File: config.mk
export PLATFORM = sky130hd
export DESIGN_NAME = vga_timing_monitor
export DESIGN_NICKNAME = d
export VERILOG_FILES = /design/src/rtl/vga_timing_pkg.sv /design/src/rtl/sync_edge_det.sv /design/src/rtl/vga_timing_monitor.sv
export SDC_FILE = /design/constraint.sdc
export NUM_CORES = 1
export LEC_CHECK = 0
export CAP_MARGIN = 40
export CORE_MARGIN = 4
export CORE_UTILIZATION = 35
export DETAILED_ROUTE_END_ITERATION = 8
export GPL_TIMING_DRIVEN = 0
export MAX_ROUTING_LAYER = met4
export PLACE_DENSITY = 0.58
export SYNTH_ARGS = -nofsm -noshare
export SYNTH_HDL_FRONTEND = slang
export SYNTH_SLANG_ARGS = --single-unit
File: constraint.sdc
create_clock -name ClkPort -period 5.23 [get_ports ClkPort]
set_input_delay 0.7845 -clock ClkPort [delete_from_list [all_inputs] [get_ports ClkPort]]
set_output_delay 0.7845 -clock ClkPort [all_outputs]
set_load 0.1 [all_outputs]
File: src/rtl/vga_timing_pkg.sv
// -----------------------------------------------------------------------------
// vga_timing_pkg
// Shared VGA timing definitions. The monitor and the display controller both
// import this package so the nominal 640x480 timing lives in exactly one place.
//
// Contents:
//   CNT_W / CNT_MAX      width and saturation value of all 10-bit counters
//   *_DEF                default 640x480@60 timing constants
//   mon_state_e          monitor lock state machine encoding
//   sat_inc()            saturating +1 on a CNT_W-bit counter
// -----------------------------------------------------------------------------
package vga_timing_pkg;

  localparam int CNT_W = 10;
  localparam logic [CNT_W-1:0] CNT_MAX = '1;

  // 640x480@60: 800 pixel periods per line, 525 lines per frame.
  localparam int H_TOTAL_DEF     = 800;
  localparam int V_TOTAL_DEF     = 525;
  localparam int H_ACT_START_DEF = 144;
  localparam int H_ACT_END_DEF   = 783;
  localparam int V_ACT_START_DEF = 35;
  localparam int V_ACT_END_DEF   = 514;
  localparam int LOCK_LINES_DEF  = 4;

  typedef enum logic [1:0] {
    ST_SEARCH  = 2'd0,  // waiting for the first hSync edge
    ST_H_TRACK = 2'd1,  // counting good lines, waiting for a good frame
    ST_LOCKED  = 2'd2   // line and frame lengths match nominal timing
  } mon_state_e;

  // Counters stick at CNT_MAX instead of wrapping, so a dead sync input shows
  // up as a pinned value rather than a plausible-looking count.
  function automatic logic [CNT_W-1:0] sat_inc(input logic [CNT_W-1:0] v);
    return (v == CNT_MAX) ? v : v + CNT_W'(1);
  endfunction

endpackage

File: src/rtl/sync_edge_det.sv
// -----------------------------------------------------------------------------
// sync_edge_det
// Falling-edge detector for an active-low sync that is already synchronous to
// the clock. The input is only sampled on pixel-enable cycles, so an "edge" is
// a pixel sample at 0 whose previous pixel sample was 1.
//
// Ports:
//   i_clk     system clock, rising edge
//   i_rst_n   synchronous active-low reset; previous sample resets to 1 (idle)
//   i_pix_en  pixel-rate enable
//   i_sync_n  active-low sync input
//   o_fall    combinational strobe, high on the pixel sample that sees the edge
// -----------------------------------------------------------------------------
module sync_edge_det (
  input  logic i_clk,
  input  logic i_rst_n,
  input  logic i_pix_en,
  input  logic i_sync_n,
  output logic o_fall
);

  logic r_prev;

  // NOTE: reset is sampled inside the clocked block (synchronous); it is not
  // in the sensitivity list.
  always_ff @(posedge i_clk) begin
    if (!i_rst_n) begin
      r_prev <= 1'b1;
    end else if (i_pix_en) begin
      // NOTE: non-blocking assignment for every flop so all registers update
      // from pre-edge values regardless of statement order.
      r_prev <= i_sync_n;
    end
  end

  // Strobe is valid in the same cycle as the sample, so the counters can act
  // on it without an extra pipeline stage.
  assign o_fall = i_pix_en & r_prev & ~i_sync_n;

endmodule

File: src/rtl/vga_timing_monitor.sv
// -----------------------------------------------------------------------------
// vga_timing_monitor
// Recovers pixel/line position from an incoming VGA hSync/vSync pair, measures
// line and frame lengths, and declares lock when both match nominal timing.
//
// Ports:
//   ClkPort      system clock (100 MHz), all logic on its rising edge
//   Reset_n      synchronous active-low reset
//   pix_en       pixel-rate enable; all sampling and counting happen only here
//   hSync/vSync  active-low syncs, already synchronous to ClkPort
//   hCount       recovered pixel position in the line (saturates at 1023)
//   vCount       recovered line position in the frame (saturates at 1023)
//   bright       active-video flag, only while locked
//   locked       timing matches H_TOTAL / V_TOTAL
//   line_len     last measured line length in pixel periods
//   frame_lines  last measured frame length in lines
//   frame_start  one-cycle pulse on the pixel sample where vCount reloads to 0
//   sync_err     one-cycle pulse on the pixel sample where lock is lost
// -----------------------------------------------------------------------------
module vga_timing_monitor
  import vga_timing_pkg::*;
#(
  parameter int H_TOTAL     = H_TOTAL_DEF,
  parameter int V_TOTAL     = V_TOTAL_DEF,
  parameter int H_ACT_START = H_ACT_START_DEF,
  parameter int H_ACT_END   = H_ACT_END_DEF,
  parameter int V_ACT_START = V_ACT_START_DEF,
  parameter int V_ACT_END   = V_ACT_END_DEF,
  parameter int LOCK_LINES  = LOCK_LINES_DEF   // must not exceed 255
) (
  input  logic             ClkPort,
  input  logic             Reset_n,
  input  logic             pix_en,
  input  logic             hSync,
  input  logic             vSync,
  output logic [CNT_W-1:0] hCount,
  output logic [CNT_W-1:0] vCount,
  output logic             bright,
  output logic             locked,
  output logic [CNT_W-1:0] line_len,
  output logic [CNT_W-1:0] frame_lines,
  output logic             frame_start,
  output logic             sync_err
);

  localparam int MATCH_W = 8;

  localparam logic [CNT_W-1:0]   H_TOTAL_L     = CNT_W'(H_TOTAL);
  localparam logic [CNT_W-1:0]   V_TOTAL_L     = CNT_W'(V_TOTAL);
  localparam logic [CNT_W-1:0]   H_ACT_START_L = CNT_W'(H_ACT_START);
  localparam logic [CNT_W-1:0]   H_ACT_END_L   = CNT_W'(H_ACT_END);
  localparam logic [CNT_W-1:0]   V_ACT_START_L = CNT_W'(V_ACT_START);
  localparam logic [CNT_W-1:0]   V_ACT_END_L   = CNT_W'(V_ACT_END);
  localparam logic [MATCH_W-1:0] LOCK_LINES_L  = MATCH_W'(LOCK_LINES);
  localparam logic [CNT_W-1:0]   H_PRE_SAT     = CNT_MAX - CNT_W'(1);

  // ---------------------------------------------------------------------------
  // Registered state
  // ---------------------------------------------------------------------------
  mon_state_e         r_state;
  logic [CNT_W-1:0]   r_hcount;
  logic [CNT_W-1:0]   r_vcount;
  logic [CNT_W-1:0]   r_line_len;
  logic [CNT_W-1:0]   r_frame_lines;
  logic               r_pending;     // vSync edge seen, waiting for hSync edge
  logic [MATCH_W-1:0] r_match;       // consecutive lines of length H_TOTAL

  // ---------------------------------------------------------------------------
  // Combinational decode
  // ---------------------------------------------------------------------------
  mon_state_e         w_state_nxt;
  logic               w_sync_err;
  logic               w_h_edge;
  logic               w_v_edge;
  logic               w_frame_evt;
  logic [CNT_W-1:0]   w_hcount_inc;
  logic [CNT_W-1:0]   w_vcount_inc;
  logic               w_line_ok;
  logic               w_frame_ok;
  logic               w_h_sat_hit;
  logic [MATCH_W-1:0] w_match_inc;
  logic [MATCH_W-1:0] w_match_nxt;

  sync_edge_det u_h_edge (
    .i_clk    (ClkPort),
    .i_rst_n  (Reset_n),
    .i_pix_en (pix_en),
    .i_sync_n (hSync),
    .o_fall   (w_h_edge)
  );

  sync_edge_det u_v_edge (
    .i_clk    (ClkPort),
    .i_rst_n  (Reset_n),
    .i_pix_en (pix_en),
    .i_sync_n (vSync),
    .o_fall   (w_v_edge)
  );

  // hCount+1 / vCount+1 double as the measured length of the line / frame that
  // ends on this hSync edge.
  assign w_hcount_inc = sat_inc(r_hcount);
  assign w_vcount_inc = sat_inc(r_vcount);

  // A frame starts on the hSync edge that coincides with, or follows, a vSync
  // edge; aligning to hSync keeps vCount=0 on a line boundary.
  assign w_frame_evt = w_h_edge & (r_pending | w_v_edge);

  assign w_line_ok  = (w_hcount_inc == H_TOTAL_L);
  assign w_frame_ok = (w_vcount_inc == V_TOTAL_L);

  // The sample on which hCount steps from 1022 to 1023: the line is too long
  // to ever be valid, so the tracker gives up at that moment.
  assign w_h_sat_hit = pix_en & ~w_h_edge & (r_hcount == H_PRE_SAT);

  // Match count including the line ending on this edge, so a frame_start that
  // also closes the LOCK_LINES-th good line can lock immediately.
  assign w_match_inc = (r_match == '1) ? r_match : r_match + MATCH_W'(1);
  assign w_match_nxt = w_line_ok ? w_match_inc : '0;

  // ---------------------------------------------------------------------------
  // Lock state machine
  // ---------------------------------------------------------------------------
  always_comb begin
    // NOTE: defaults first so every path assigns every output; otherwise
    // synthesis infers latches for the unassigned branches.
    w_state_nxt = r_state;
    w_sync_err  = 1'b0;
    unique case (r_state)
      ST_SEARCH: begin
        if (w_h_edge) begin
          w_state_nxt = ST_H_TRACK;
        end
      end
      ST_H_TRACK: begin
        if (w_h_sat_hit) begin
          w_state_nxt = ST_SEARCH;
        end else if (w_frame_evt && w_frame_ok &&
                     (w_match_nxt >= LOCK_LINES_L)) begin
          w_state_nxt = ST_LOCKED;
        end
      end
      ST_LOCKED: begin
        if ((w_h_edge && !w_line_ok) ||
            (w_frame_evt && !w_frame_ok) ||
            w_h_sat_hit) begin
          w_state_nxt = ST_SEARCH;
          w_sync_err  = 1'b1;
        end
      end
      default: begin
        w_state_nxt = ST_SEARCH;
      end
    endcase
  end

  // ---------------------------------------------------------------------------
  // Counters and measurements
  // ---------------------------------------------------------------------------
  always_ff @(posedge ClkPort) begin
    if (!Reset_n) begin
      r_state       <= ST_SEARCH;
      r_hcount      <= '0;
      r_vcount      <= '0;
      r_line_len    <= '0;
      r_frame_lines <= '0;
      r_pending     <= 1'b0;
      r_match       <= '0;
    end else if (pix_en) begin
      r_state <= w_state_nxt;

      if (w_h_edge) begin
        r_hcount   <= '0;
        r_line_len <= w_hcount_inc;
      end else begin
        r_hcount   <= w_hcount_inc;
      end

      if (w_frame_evt) begin
        r_vcount      <= '0;
        r_frame_lines <= w_vcount_inc;
        r_pending     <= 1'b0;
      end else begin
        if (w_h_edge) begin
          r_vcount <= w_vcount_inc;
        end
        if (w_v_edge) begin
          r_pending <= 1'b1;
        end
      end

      // Only meaningful while tracking; entering H_TRACK starts from zero.
      if (r_state == ST_H_TRACK) begin
        if (w_h_edge) begin
          r_match <= w_match_nxt;
        end
      end else begin
        r_match <= '0;
      end
    end
  end

  // ---------------------------------------------------------------------------
  // Outputs
  // ---------------------------------------------------------------------------
  assign hCount      = r_hcount;
  assign vCount      = r_vcount;
  assign line_len    = r_line_len;
  assign frame_lines = r_frame_lines;
  assign locked      = (r_state == ST_LOCKED);

  assign bright = locked &&
                  (r_hcount >= H_ACT_START_L) && (r_hcount <= H_ACT_END_L) &&
                  (r_vcount >= V_ACT_START_L) && (r_vcount <= V_ACT_END_L);

  // Pulses are strobes of the pixel sample itself, so they only ever appear
  // in pix_en cycles; reset masks them while it is asserted.
  assign frame_start = w_frame_evt & Reset_n;
  assign sync_err    = w_sync_err & Reset_n;

endmodule

After elaboration in Yosys (flattened, before gate mapping)
Index checks and enable logic that the tools add are counted.
{"block": "classes", "add_sub_neg": 3, "magnitude_cmp": 5, "n_eq_ne": 12, "n_mux": 18, "n_bitwise": 13, "n_reduce_logical": 21}
{"operator": "10-bit == test, second input constant", "n": 5}
{"operator": "10-bit two-way mux", "n": 5}
{"operator": "8-bit two-way mux", "n": 4}
{"operator": "10-bit by 1-bit adder with 10-bit output, second input constant", "n": 2}
{"operator": "10-bit <= comparator, second input constant", "n": 2}
{"operator": "10-bit by 6-bit greater-or-equal comparator with 1-bit output, second input constant", "n": 1}
{"operator": "10-bit by 8-bit greater-or-equal comparator with 1-bit output, second input constant", "n": 1}
{"operator": "2-bit AND reduction", "n": 5}
{"operator": "1-bit AND", "n": 9}
{"operator": "8-bit by 1-bit adder with 8-bit output, second input constant", "n": 1}
{"operator": "8-bit == test, second input constant", "n": 1}
{"operator": "8-bit by 3-bit greater-or-equal comparator with 1-bit output, second input constant", "n": 1}
{"operator": "1-bit logical AND", "n": 8}
{"operator": "2-bit two-way mux", "n": 4}
{"operator": "2-bit one-hot mux with 3 select lines", "n": 1}
{"operator": "1-bit two-way mux", "n": 4}
{"operator": "2-bit inequality test, second input constant", "n": 2}
{"operator": "4-bit AND reduction", "n": 1}
{"operator": "2-bit nonzero test", "n": 2}
{"operator": "3-bit inequality test, second input constant", "n": 1}
{"operator": "1-bit inverter", "n": 3}
{"operator": "2-bit by 1-bit == test with 1-bit output, second input constant", "n": 1}
{"operator": "2-bit == test, second input constant", "n": 1}
{"operator": "1-bit zero test", "n": 2}
{"operator": "other kinds (4)", "n": 5}
{"block": "word_totals", "reg_bits": 53, "in_bits": 5, "output_inout_bits": 44, "word_cells": 81}

Depth between registers and ports, before layout
Gate-level depths: netlist of run 1.
{"block": "depth", "depth_word": 10, "depth_mapped": 10}

Modules after synthesis
From an unflattened synthesis of run 1, not the netlist that was laid out.
{"block": "unflattened", "cells_unflattened": 394, "area_unflattened_um2": 3099.2}
{"mod": "vga_timing_monitor", "instances": 1, "cells_per_inst": 386, "area_each_um2": 3011.6}
{"mod": "sync_edge_det", "instances": 2, "cells_per_inst": 4, "area_each_um2": 43.8}

Least setup slack after synthesis of run 1
OpenSTA, ideal clock, no wires.
{"block": "synth_timing", "path_type": "flip-flop to output port", "startpoint": "reg r_hcount[1], in the netlist hCount[1]", "endpoint": "out sync_err", "arrival_time_ns": 4.010, "t_required_ns": 4.445, "path_slack_ns": 0.435, "path_stages_with_launch": 9, "path_buffers": 1, "cell_sequence": "dfxtp_1 > ha_1 > clkbuf_1 > nand4_1 > a311o_1 > xor2_2 > nand4_4 > nor2_1 > a21oi_1"}
{"block": "synth_between", "elab_chain_cells": 10}
{"item": "from (decl)", "line_no": "vga_timing_monitor.sv:61", "rtl": "logic [CNT_W-1:0] r_hcount;"}
{"item": "from (signal assigned)", "line_no": "vga_timing_monitor.sv:176", "rtl": "r_hcount <= w_hcount_inc;"}
{"item": "10-bit by 1-bit adder with 10-bit output / 10-bit == test (equally long branches)", "line_no": "vga_timing_pkg.sv:35", "rtl": "return (v == CNT_MAX) ? v : v + CNT_W'(1);"}
{"item": "10-bit two-way mux", "line_no": "vga_timing_pkg.sv:35"}
{"item": "10-bit == test", "line_no": "vga_timing_monitor.sv:109", "rtl": "assign w_line_ok = (w_hcount_inc == H_TOTAL_L);"}
{"item": "1-bit zero test", "line_no": "vga_timing_monitor.sv:144", "rtl": "if ((w_h_edge && !w_line_ok) ||"}
{"item": "1-bit logical AND", "line_no": "vga_timing_monitor.sv:144"}
{"item": "1-bit logical OR", "line_no": "vga_timing_monitor.sv:144"}
{"item": "1-bit logical OR *", "line_no": "vga_timing_monitor.sv:145", "rtl": "(w_frame_evt && !w_frame_ok) ||"}
{"item": "1-bit two-way mux *", "line_no": "vga_timing_monitor.sv:144"}
{"item": "1-bit two-way mux *", "line_no": "vga_timing_monitor.sv:129", "rtl": "unique case (r_state)"}
{"item": "1-bit AND *", "line_no": "vga_timing_monitor.sv:219", "rtl": "assign sync_err = w_sync_err & Reset_n;"}
{"item": "to (decl)", "line_no": "vga_timing_monitor.sv:43", "rtl": "output logic sync_err"}
Every way passes the cells marked *; elsewhere a longest branch is shown, timed or not.

Final worst setup path of run 1
{"block": "layout_timing", "startpoint": "in hSync", "endpoint": "out sync_err"}
{"block": "layout_between", "elab_chain_cells": 9}
{"item": "from (decl)", "line_no": "vga_timing_monitor.sv:34", "rtl": "input logic hSync,"}
{"item": "1-bit inverter *", "line_no": "sync_edge_det.sv:38", "rtl": "assign o_fall = i_pix_en & r_prev & ~i_sync_n;"}
{"item": "1-bit AND *", "line_no": "sync_edge_det.sv:38"}
{"item": "1-bit inverter / 1-bit AND (equally long branches)", "line_no": "vga_timing_monitor.sv:114, vga_timing_monitor.sv:107"}
{"item": "1-bit AND / 1-bit logical AND (equally long branches)", "line_no": "vga_timing_monitor.sv:114, vga_timing_monitor.sv:145"}
{"item": "1-bit AND / 1-bit logical OR (equally long branches)", "line_no": "vga_timing_monitor.sv:114, vga_timing_monitor.sv:144"}
{"item": "1-bit logical OR *", "line_no": "vga_timing_monitor.sv:145"}
{"item": "1-bit two-way mux *", "line_no": "vga_timing_monitor.sv:144"}
{"item": "1-bit two-way mux *", "line_no": "vga_timing_monitor.sv:129"}
{"item": "1-bit AND *", "line_no": "vga_timing_monitor.sv:219"}
Marked as above.

==> key figures, run 1 <==
Min path
  • WHS Path Cells: 2
  • Worst hold path class: flip-flop to flip-flop

Yosys
  • Synth unique cells: between 60 and 70
  • Fraction of registers with async set or reset after synthesis: 0
  • Mapped Cells: between 400 and 500
  • Seq/Total Area, Yosys: 0.338
  • Ys flop type: dfxtp_1
  • FF+latch count, synth: 53
  • Synth Warn #: 0
  • Number of synthesized flops with an enable pin: 0
  • Syn nets: about 420
  • Cell Area, Synth: roughly 3100 um2
  • Syn avg cell area: about 7.6 um2

Timing
  • Fmax: 234 MHz
  • Final setup vio count: 0
  • Setup_tns: 0 ns
  • Worst Skew: between 0.01 and 0.015 ns
  • Max-slew violation count: 0
  • Relative slew slack: 0.447
  • Post-route setup slack: roughly 0.96 ns
  • RSZ-0062 raised after global routing: false
  • Worst Tran Pin Value: between 0.8 and 0.9 ns
  • Final worst path period share: 0.817
  • Tmin final: between 4 and 5 ns
  • Final hold viol count: 0

Drt
  • 1st-iter DRT viols: ~130
  • Final ANT Viol Nets: 0
  • Drt total wl: between 9 and 10 mm
  • WL met3: approximately 470 um
  • Router iterations before antenna repair: 5
  • Top routing layer in use: met4
  • Wire length on met2: ~4.5 mm
  • Via count: 3,372
  • WL per Instance: around 16 um
  • DRC: 0
  • Met1 wire length: around 4.6 mm
  • Via-to-Cell Ratio: between 5 and 6

Power and ir drop
  • Final Power: 810 uW
  • P per Cell Area: about 180 nW/um2
  • Leak pwr: ~0.0016 uW
  • Max IR drop VDD: roughly 0.097 mV

Floorplanning
  • Initial Utilization: 0.360
  • # rows: 34
  • Die W: between 100 and 150 um
  • # IOs: 49
  • Total die area: ~11,000 um2
  • Core Area: 8720 um2
  • Height of the chip: 103 um

Global route
  • First-pass GRT wire length: ~16 mm
  • Initial antenna violation count: 0
  • Total track usage: 0.197
  • Largest net degree at the start of global routing: 20
  • GR Overflow Total: 0
  • Vias in the first global route: around 3,100

Placement
  • Port buffer count: 47
  • Global placer's final weighted congestion: about 0.87
  • Pre-CTS setup slack: ~0.98 ns
  • DP Cell Count: between 600 and 700
  • DPL Wire Length: around 7.1 mm

Clocking
  • CTS HTree Levels: 2
  • Hold_buf cts: 0
  • Worst skew pair latency: between 0.3 and 0.4 ns
  • Reg clk slew, reported paths: approximately 0.11 ns
  • Number of CTS-inserted buffers: 5
  • Post-CTS Resized: 0
  • Post-CTS Setup Repair Bufs: 0
  • Sink Count: 53
  • CTS tree: built
  • Clock root cell: clkbuf_8
  • Maximum clock insertion buffer count: 2

Critical path
  • Most common cell on crit path: clkdlybuf4s50_1
  • Slowest cell on crit path: nor4_1
  • Crit end category: output pin
  • WP data required: around 4.5 ns
  • Cell Chain, Critical Path: clkdlybuf4s50_1 > nand3b_1 > nand2_1 > nor4_1 > o211ai_1 > a21oi_1 > clkdlybuf4s50_1 > buf_8
  • Largest stage delay on the critical path: 0.62 ns
  • Setup CP Type: primary input to output pin
  • CP Max Fanout: 6
  • Worst path arrival time: approximately 3.5 ns
  • Critical path startpoint category: primary input
  • Worst reg2reg path depth: 10

Finish
  • Layout cell share with drive strength beyond 1: 0.155
  • Commonest non-fill, non-tap cell in the layout: nand2_1
  • Nets: 521
  • Non-filler cells, final: 619
  • Most frequent cells in the layout: 56 x nand2_1, 53 x dfxtp_1, 47 x clkdlybuf4s50_1
  • Final antenna diode count: 0
  • Area grow syn2layout: 43.4%

Job
  • Max-cap viol count: 0

Status
  • Status: complete, no violations
## area by class of cell
cell class / count / area (um2)
plain buffers: 30 / 131
inverters: 10 / 37.5
well taps: 108 / 135
fillers: 809 / 4210
clock inverters: 3 / 28.8
multi-input cells: 319 / 1910
repair buffers: 91 / 1130
flip-flops and latches: 53 / 1060
clock buffers: 5 / 68.8
## state kept, by name, indices dropped and copies added, names as in the netlist
register         cells
r_match              8
r_state              2
hCount              10
frame_lines         10
u_v_edge.r_prev      1
u_h_edge.r_prev      1
r_pending            1
vCount              10
line_len            10
## worst max-delay path, delay by kind of cell
kind | cells | cell delay [ns]
AO/OA/AOI/OAI | 2 | 0.36
buffers and inverters | 3 | 1.26
AND/OR/NAND/NOR | 3 | 1.08
## where the power goes
part	total (uW)	leakage [uW]	switching, uW	internal, uW
Combinational	129	0.00114	87.4	41.2
Clock	263	0.0000506	162	101
Sequential	419	0.000429	8.19	410
## stage by stage
stage	hold slack [ns]	area [um2]	util
floorplan	0.443	3140	-
global placement	0.446	3750	0.430
detailed placement	0.454	4410	0.506
CTS	0.471	4510	0.517
global route	0.491	4510	0.517
finish	0.467	4510	0.517
## cell usage after synthesis, types with 5 or more instances
| cell type | instances | area, um2 |
|---|---|---|
| a21oi_1 | 43 | 215 |
| a31oi_1 | 12 | 75.1 |
| and3_1 | 7 | 43.8 |
| and4_1 | 6 | 52.6 |
| buf_2 | 6 | 30.0 |
| clkbuf_1 | 21 | 78.8 |
| dfxtp_1 | 53 | 1060 |
| ha_1 | 6 | 75.1 |
| inv_1 | 9 | 33.8 |
| mux2i_1 | 6 | 60.1 |
| nand2_1 | 56 | 210 |
| nand2b_1 | 6 | 37.5 |
| nand3_1 | 23 | 115 |
| nand4_1 | 9 | 56.3 |
| nor2_1 | 46 | 173 |
| nor3_1 | 7 | 35.0 |
| o211ai_1 | 5 | 37.5 |
| o21ai_0 | 19 | 95.1 |
| o21ai_1 | 6 | 30.0 |
| xnor2_1 | 6 | 52.6 |
## per-layer routing
metal  GRT usage  vias to the layer above
met4      0.0448                        0
met3      0.0237                       10
li1            -                     1696
met5           -                        -
met1       0.271                     1581
met2       0.312                       85
## kinds of logic after synthesis
kind of cell	synth area share
simple gates	0.314
compound gates	0.219
flops	0.338
buf+inv	0.0537
mux	0.0299
xor+xnor	0.0219
fa+ha+maj	0.0239
## final timing paths
| path | from | endpoint | slack, ns |
|---|---|---|---|
| max | hSync | sync_err | 0.96 |
| min | line_len[0] | line_len[0] | 0.47 |
| max reg2reg | hCount[0] | r_match[5] | 2.10 |
| min reg2reg | line_len[0] | line_len[0] | 0.47 |
No activity file was read; power rests on OpenSTA's default activity.
==> run 2: changes to the inputs <==
--- a/config.mk
+++ b/config.mk
@@ -11,7 +11,7 @@
 export DETAILED_ROUTE_END_ITERATION = 8
 export GPL_TIMING_DRIVEN = 0
 export MAX_ROUTING_LAYER = met4
-export PLACE_DENSITY = 0.58
+export PLACE_DENSITY = 0.6
 export SYNTH_ARGS = -nofsm -noshare
 export SYNTH_HDL_FRONTEND = slang
 export SYNTH_SLANG_ARGS = --single-unit
==> constraint.sdc (replaced) <==
create_clock -name ClkPort -period 3.65 [get_ports ClkPort]
set_input_delay 0.5475 -clock ClkPort [delete_from_list [all_inputs] [get_ports ClkPort]]
set_output_delay 0.5475 -clock ClkPort [all_outputs]
set_load 0.1 [all_outputs]
==> key figures, run 2 (same netlist as run 1, synthesis figures left out) <==
Drt
  • DRC: 0
  • Via count: 3,464
  • WL per Instance: 15.7 um
  • Router iterations before antenna repair: 5
  • Final ANT Viol Nets: 0
  • Via-to-Cell Ratio: between 5 and 6
  • Drt total wl: around 9.7 mm
  • 1st-iter DRT viols: between 150 and 200

Timing
  • Final worst path period share: 0.974
  • Worst Tran Pin Value: ~0.7 ns
  • Worst hold slack: between 0.4 and 0.5 ns
  • Relative slew slack: 0.530
  • Fmax: ~280 MHz
  • Tmin final: 3.55 ns
  • Max-slew violation count: 0
  • RSZ-0062 raised after global routing: true
  • Post-route setup slack: ~0.095 ns
  • Worst Skew: 0.0149 ns
  • Final hold viol count: 0
  • Final setup vio count: 0

Clocking
  • Number of CTS-inserted buffers: 5
  • Maximum clock insertion buffer count: 2
  • Clock root cell: clkbuf_8
  • Hold_buf cts: 0
  • Reg clk slew, reported paths: approximately 0.11 ns
  • CTS tree: built
  • Sink Count: between 50 and 60
  • CTS HTree Levels: 2
  • Worst skew pair latency: ~0.31 ns

Placement
  • Global placer's final weighted congestion: slightly below 1
  • DPL Wire Length: between 7 and 8 mm
  • Port buffer count: 47
  • Pre-CTS setup slack: -0.193 ns

Critical path
  • Number of buffers and inverters on the critical path: 2
  • Setup CP Type: flip-flop to output pin
  • Worst path depth: 9
  • Worst path arrival time: around 3.0 ns
  • Critical path startpoint category: flip-flop
  • CP Max Fanout: 4
  • Largest stage delay on the critical path: between 0.5 and 0.6 ns
  • Cell Chain, Critical Path: ha_2 > nand4_2 > or4_4 > a221o_1 > nand4bb_4 > nand2b_4 > a21oi_4 > clkdlybuf4s50_1 > buf_8
  • WP data required: about 3.1 ns
  • CP top delay family: simple AND/OR/NAND/NOR gates
  • Worst reg2reg path depth: 9
  • Crit end category: output pin
  • Slowest cell on crit path: or4_4

Finish
  • Layout cell share with drive strength beyond 1: 0.192
  • Nets: between 500 and 600
  • Area grow syn2layout: 47.1%
  • Final antenna diode count: 0
  • Reg area: roughly 1100 um2
  • Commonest non-fill, non-tap cell in the layout: nand2_1
  • Fillers: between 700 and 800
  • Area of the multi-input gates: roughly 2000 um2
  • Most frequent cells in the layout: 55 x nand2_1, 49 x dfxtp_1, 47 x clkdlybuf4s50_1

Power and ir drop
  • Seq pwr share: 0.492
  • Switching Fraction: 0.293
  • Max IR drop VDD: approximately 0.18 mV
  • Leak pwr: approximately 0.0017 uW
  • Combinational share of power: 0.159
  • Internal Power: approximately 860 uW
  • NetSw: around 360 uW
  • P per Cell Area: 263 nW/um2
  • Share of power burned in the clock network: 0.349

Floorplanning
  • Core Area: 8720 um2
  • Die W: 103 um
  • Height of the chip: around 100 um
  • # IOs: between 40 and 50
  • Total die area: between 10,000 and 15,000 um2
  • Initial Utilization: 0.360
  • # rows: 34

Global route
  • Total track usage: 0.198
  • GR Overflow Total: 0
  • Vias in the first global route: between 3,000 and 4,000
  • Largest net degree at the start of global routing: 19
  • Initial antenna violation count: 0
  • First-pass GRT wire length: between 15 and 20 mm

Status
  • Status: complete, no violations

Job
  • Max-cap viol count: 0

Min path
  • WHS Path Cells: 2
  • Worst hold path class: flip-flop to flip-flop
-- run 2: cell count changes in the layout (fill, tap and decap cells not counted), sizes merged --
cell    change
buf         +3
clkbuf      -3
bufinv      +1
clkinv      -1
-- run 2: cell type report --
cell class,count,share of cell area
clock inverters,3,0.0103
clock buffers,5,0.0149
plain buffers,27,0.0265
inverters,10,0.00812
flip-flops and latches,53,0.232
repair buffers,94,0.252
multi-input cells,319,0.427
well taps,108,0.0292
-- run 2: per-stage QoR --
| step | TNS [ns] | util | power, uW | cells | area (um2) |
|---|---|---|---|---|---|
| after global routing | -0.0297 | 0.530 | 1270 | 619 | 4620 |
| after floorplan | -0.0168 | - | 728 | 412 | 3160 |
| after detailed placement | -0.193 | 0.509 | 800 | 611 | 4440 |
| after CTS | 0 | 0.526 | 1230 | 618 | 4590 |
| final | 0 | 0.530 | 1220 | 619 | 4620 |
| after global placement | -0.818 | 0.432 | 773 | 567 | 3760 |
-- run 2: power groups by stage --
stage	combinational [uW]	sequential, uW	clock, uW
after global placement	159	613	0
after floorplan	72.1	656	0
after CTS	189	600	438
after detailed placement	186	614	0
after global routing	204	602	463
final	193	599	425
-- run 2: routing by layer --
layer | part of all wire | GRT usage | vias up
li1 | - | - | 1678
met1 | 0.48 | 0.277 | 1634
met2 | 0.45 | 0.295 | 128
met3 | 0.045 | 0.0244 | 24
met4 | 0.026 | 0.0647 | 0
met5 | 0 | - | -
-- run 2: worst min-delay path: cells and delay by family (launching register included) --
family             cells  cell delay, ns
DFF                    1            0.33
and+or+nand+nor        1            0.05
AOI/OAI and AO/OA      1            0.05
-- run 2: final timing paths --
check	endpoint	start	slack, ns
worst max-delay path	sync_err	vCount[0]	0.1
worst min-delay path	line_len[5]	line_len[5]	0.47
worst max register to register	r_match[5]	hCount[0]	0.88
worst min register to register	line_len[5]	line_len[5]	0.47
-- run 2: repair_timing --
| action | in CTS | in global routing |
|---|---|---|
| pin swaps | 0 | 1 |
| setup endpoints to repair | 1 | 2 |
| endpoints found under the hold margin | 0 | 0 |
| buffers inserted | 0 | 3 |
| resized for setup | 12 | 7 |
==> run 3: changes to the inputs <==
--- a/config.mk
+++ b/config.mk
@@ -11,7 +11,7 @@
 export DETAILED_ROUTE_END_ITERATION = 8
 export GPL_TIMING_DRIVEN = 0
 export MAX_ROUTING_LAYER = met4
-export PLACE_DENSITY = 0.6
+export PLACE_DENSITY = 0.58
 export SYNTH_ARGS = -nofsm -noshare
 export SYNTH_HDL_FRONTEND = slang
 export SYNTH_SLANG_ARGS = --single-unit
==> constraint.sdc (replaced) <==
create_clock -name ClkPort -period 3.5 [get_ports ClkPort]
set_input_delay 0.525 -clock ClkPort [delete_from_list [all_inputs] [get_ports ClkPort]]
set_output_delay 0.525 -clock ClkPort [all_outputs]
set_load 0.1 [all_outputs]
==> key figures, run 3 (same netlist as run 1, synthesis figures left out) <==
Status
  • Status: complete, no violations

Global route
  • Largest net degree at the start of global routing: 19
  • First-pass GRT wire length: ~16 mm
  • Initial antenna violation count: 0
  • Vias in the first global route: about 3,300
  • Total track usage: 0.201
  • GR Overflow Total: 0

Critical path
  • Worst setup endpoint: frame_start
  • WP data required: about 3.0 ns
  • Reg-to-Reg Start: hCount[0]
  • Setup slack, reg-to-reg: approximately 0.76 ns
  • CP Max Fanout: 12
  • CP startpoint: vSync
  • Crit end category: output pin
  • Worst path arrival time: 2.75 ns
  • Critical path startpoint category: primary input
  • Worst reg2reg path depth: 9
  • Setup CP Type: primary input to output pin
  • R2r endpoint: r_match[5]

Power and ir drop
  • Leak pwr: ~0.0016 uW
  • Max IR drop VDD: roughly 0.20 mV
  • Final Power: approximately 1200 uW
  • P per Cell Area: 258 nW/um2

Timing
  • Fmax: 306 MHz
  • Max-slew violation count: 0
  • Final hold viol count: 0
  • Final worst path period share: 0.935
  • Worst hold slack: roughly 0.46 ns
  • Post-route setup slack: 0.229 ns
  • Tmin final: 3.27 ns
  • Worst Skew: roughly 0.016 ns
  • Final setup vio count: 0
  • Worst Tran Pin Value: just under 0.8 ns
  • RSZ-0062 raised after global routing: false
  • Relative slew slack: 0.486
  • Setup_tns: 0 ns

Clocking
  • Clock root cell: clkbuf_8
  • CTS HTree Levels: 2
  • CTS tree: built
  • Sink Count: 53
  • Reg clk slew, reported paths: 0.10 ns
  • Worst skew pair latency: about 0.31 ns
  • Maximum clock insertion buffer count: 2
  • Number of CTS-inserted buffers: 5
  • Hold_buf cts: 0

Placement
  • Port buffer count: 47
  • Global placer's final weighted congestion: approximately 0.93
  • DPL Wire Length: 7.23 mm
  • DP Cell Count: a little over 600
  • Pre-CTS setup slack: -0.282 ns

Finish
  • Final antenna diode count: 0
  • Nets: about 520
  • Non-filler cells, final: ~600
  • Commonest non-fill, non-tap cell in the layout: nand2_1
  • Area grow syn2layout: 46.5%
  • Layout cell share with drive strength beyond 1: 0.193
  • Most frequent cells in the layout: 55 x nand2_1, 49 x dfxtp_1, 46 x clkdlybuf4s50_1

Floorplanning
  • Core Area: between 8000 and 9000 um2
  • Initial Utilization: 0.360
  • Die W: 103 um
  • # IOs: just under 50
  • # rows: 34
  • Height of the chip: slightly above 100 um
  • Total die area: between 10,000 and 15,000 um2

Drt
  • WL per Instance: 15.8 um
  • DRC: 0
  • 1st-iter DRT viols: ~180
  • Via count: 3,367
  • Drt total wl: 9.76 mm
  • Final ANT Viol Nets: 0
  • Via-to-Cell Ratio: 5.46
  • Router iterations before antenna repair: 5

Min path
  • WHS Path Cells: 2
  • Worst hold path class: flip-flop to flip-flop
  • Hold path start: frame_lines[0]

Job
  • Max-cap viol count: 0
## run 3: worst max-delay path, cell delays in order
cell,delay (ns)
clkdlybuf4s50_1,0.48
inv_1,0.04
a31oi_1,0.44
nand2b_1,0.51
nor2_1,0.07
clkdlybuf4s50_1,0.48
buf_8,0.19
## run 3: repair_timing
item | CTS | global route
endpoints found under the setup margin | 2 | 2
gates resized for setup | 17 | 2
hold endpoints to repair | 0 | 0
setup buffers | 2 | 0
## run 3: worst min-delay path by stage
stage	to
final	frame_lines[0]
after global routing	frame_lines[4]
after CTS	frame_lines[0]
after detailed placement	line_len[8]
after global placement	frame_lines[0]
after floorplan	u_v_edge.r_prev
## run 3: per-stage QoR
stage | area, um2 | utilization
after global placement | 3760 | 0.432
after floorplan | 3160 | -
final | 4610 | 0.528
after global routing | 4610 | 0.528
after detailed placement | 4450 | 0.510
after CTS | 4610 | 0.529
## run 3: cell type report
class | instances | area, um2
fillers | 806 | 4120
clock inverters | 3 | 25.0
multi-input cells | 319 | 1980
clock buffers | 5 | 68.8
plain buffers | 27 | 123
inverters | 10 | 37.5
flip-flops and latches | 53 | 1070
well taps | 108 | 135
repair buffers | 92 | 1170
## run 3: power breakdown
part / switching (uW) / total [uW] / internal, uW / leakage, uW
registers: 11.5 / 624 / 613 / 0.000431
logic: 136 / 201 / 64.7 / 0.00117
clock network: 217 / 362 / 145 / 0.0000447
total: 365 / 1190 / 823 / 0.00165
## run 3: layer usage
metal	GRT usage	wire, um
met5	-	0
met3	0.0264	316
met2	0.301	4600
met4	0.0398	30
met1	0.290	4820
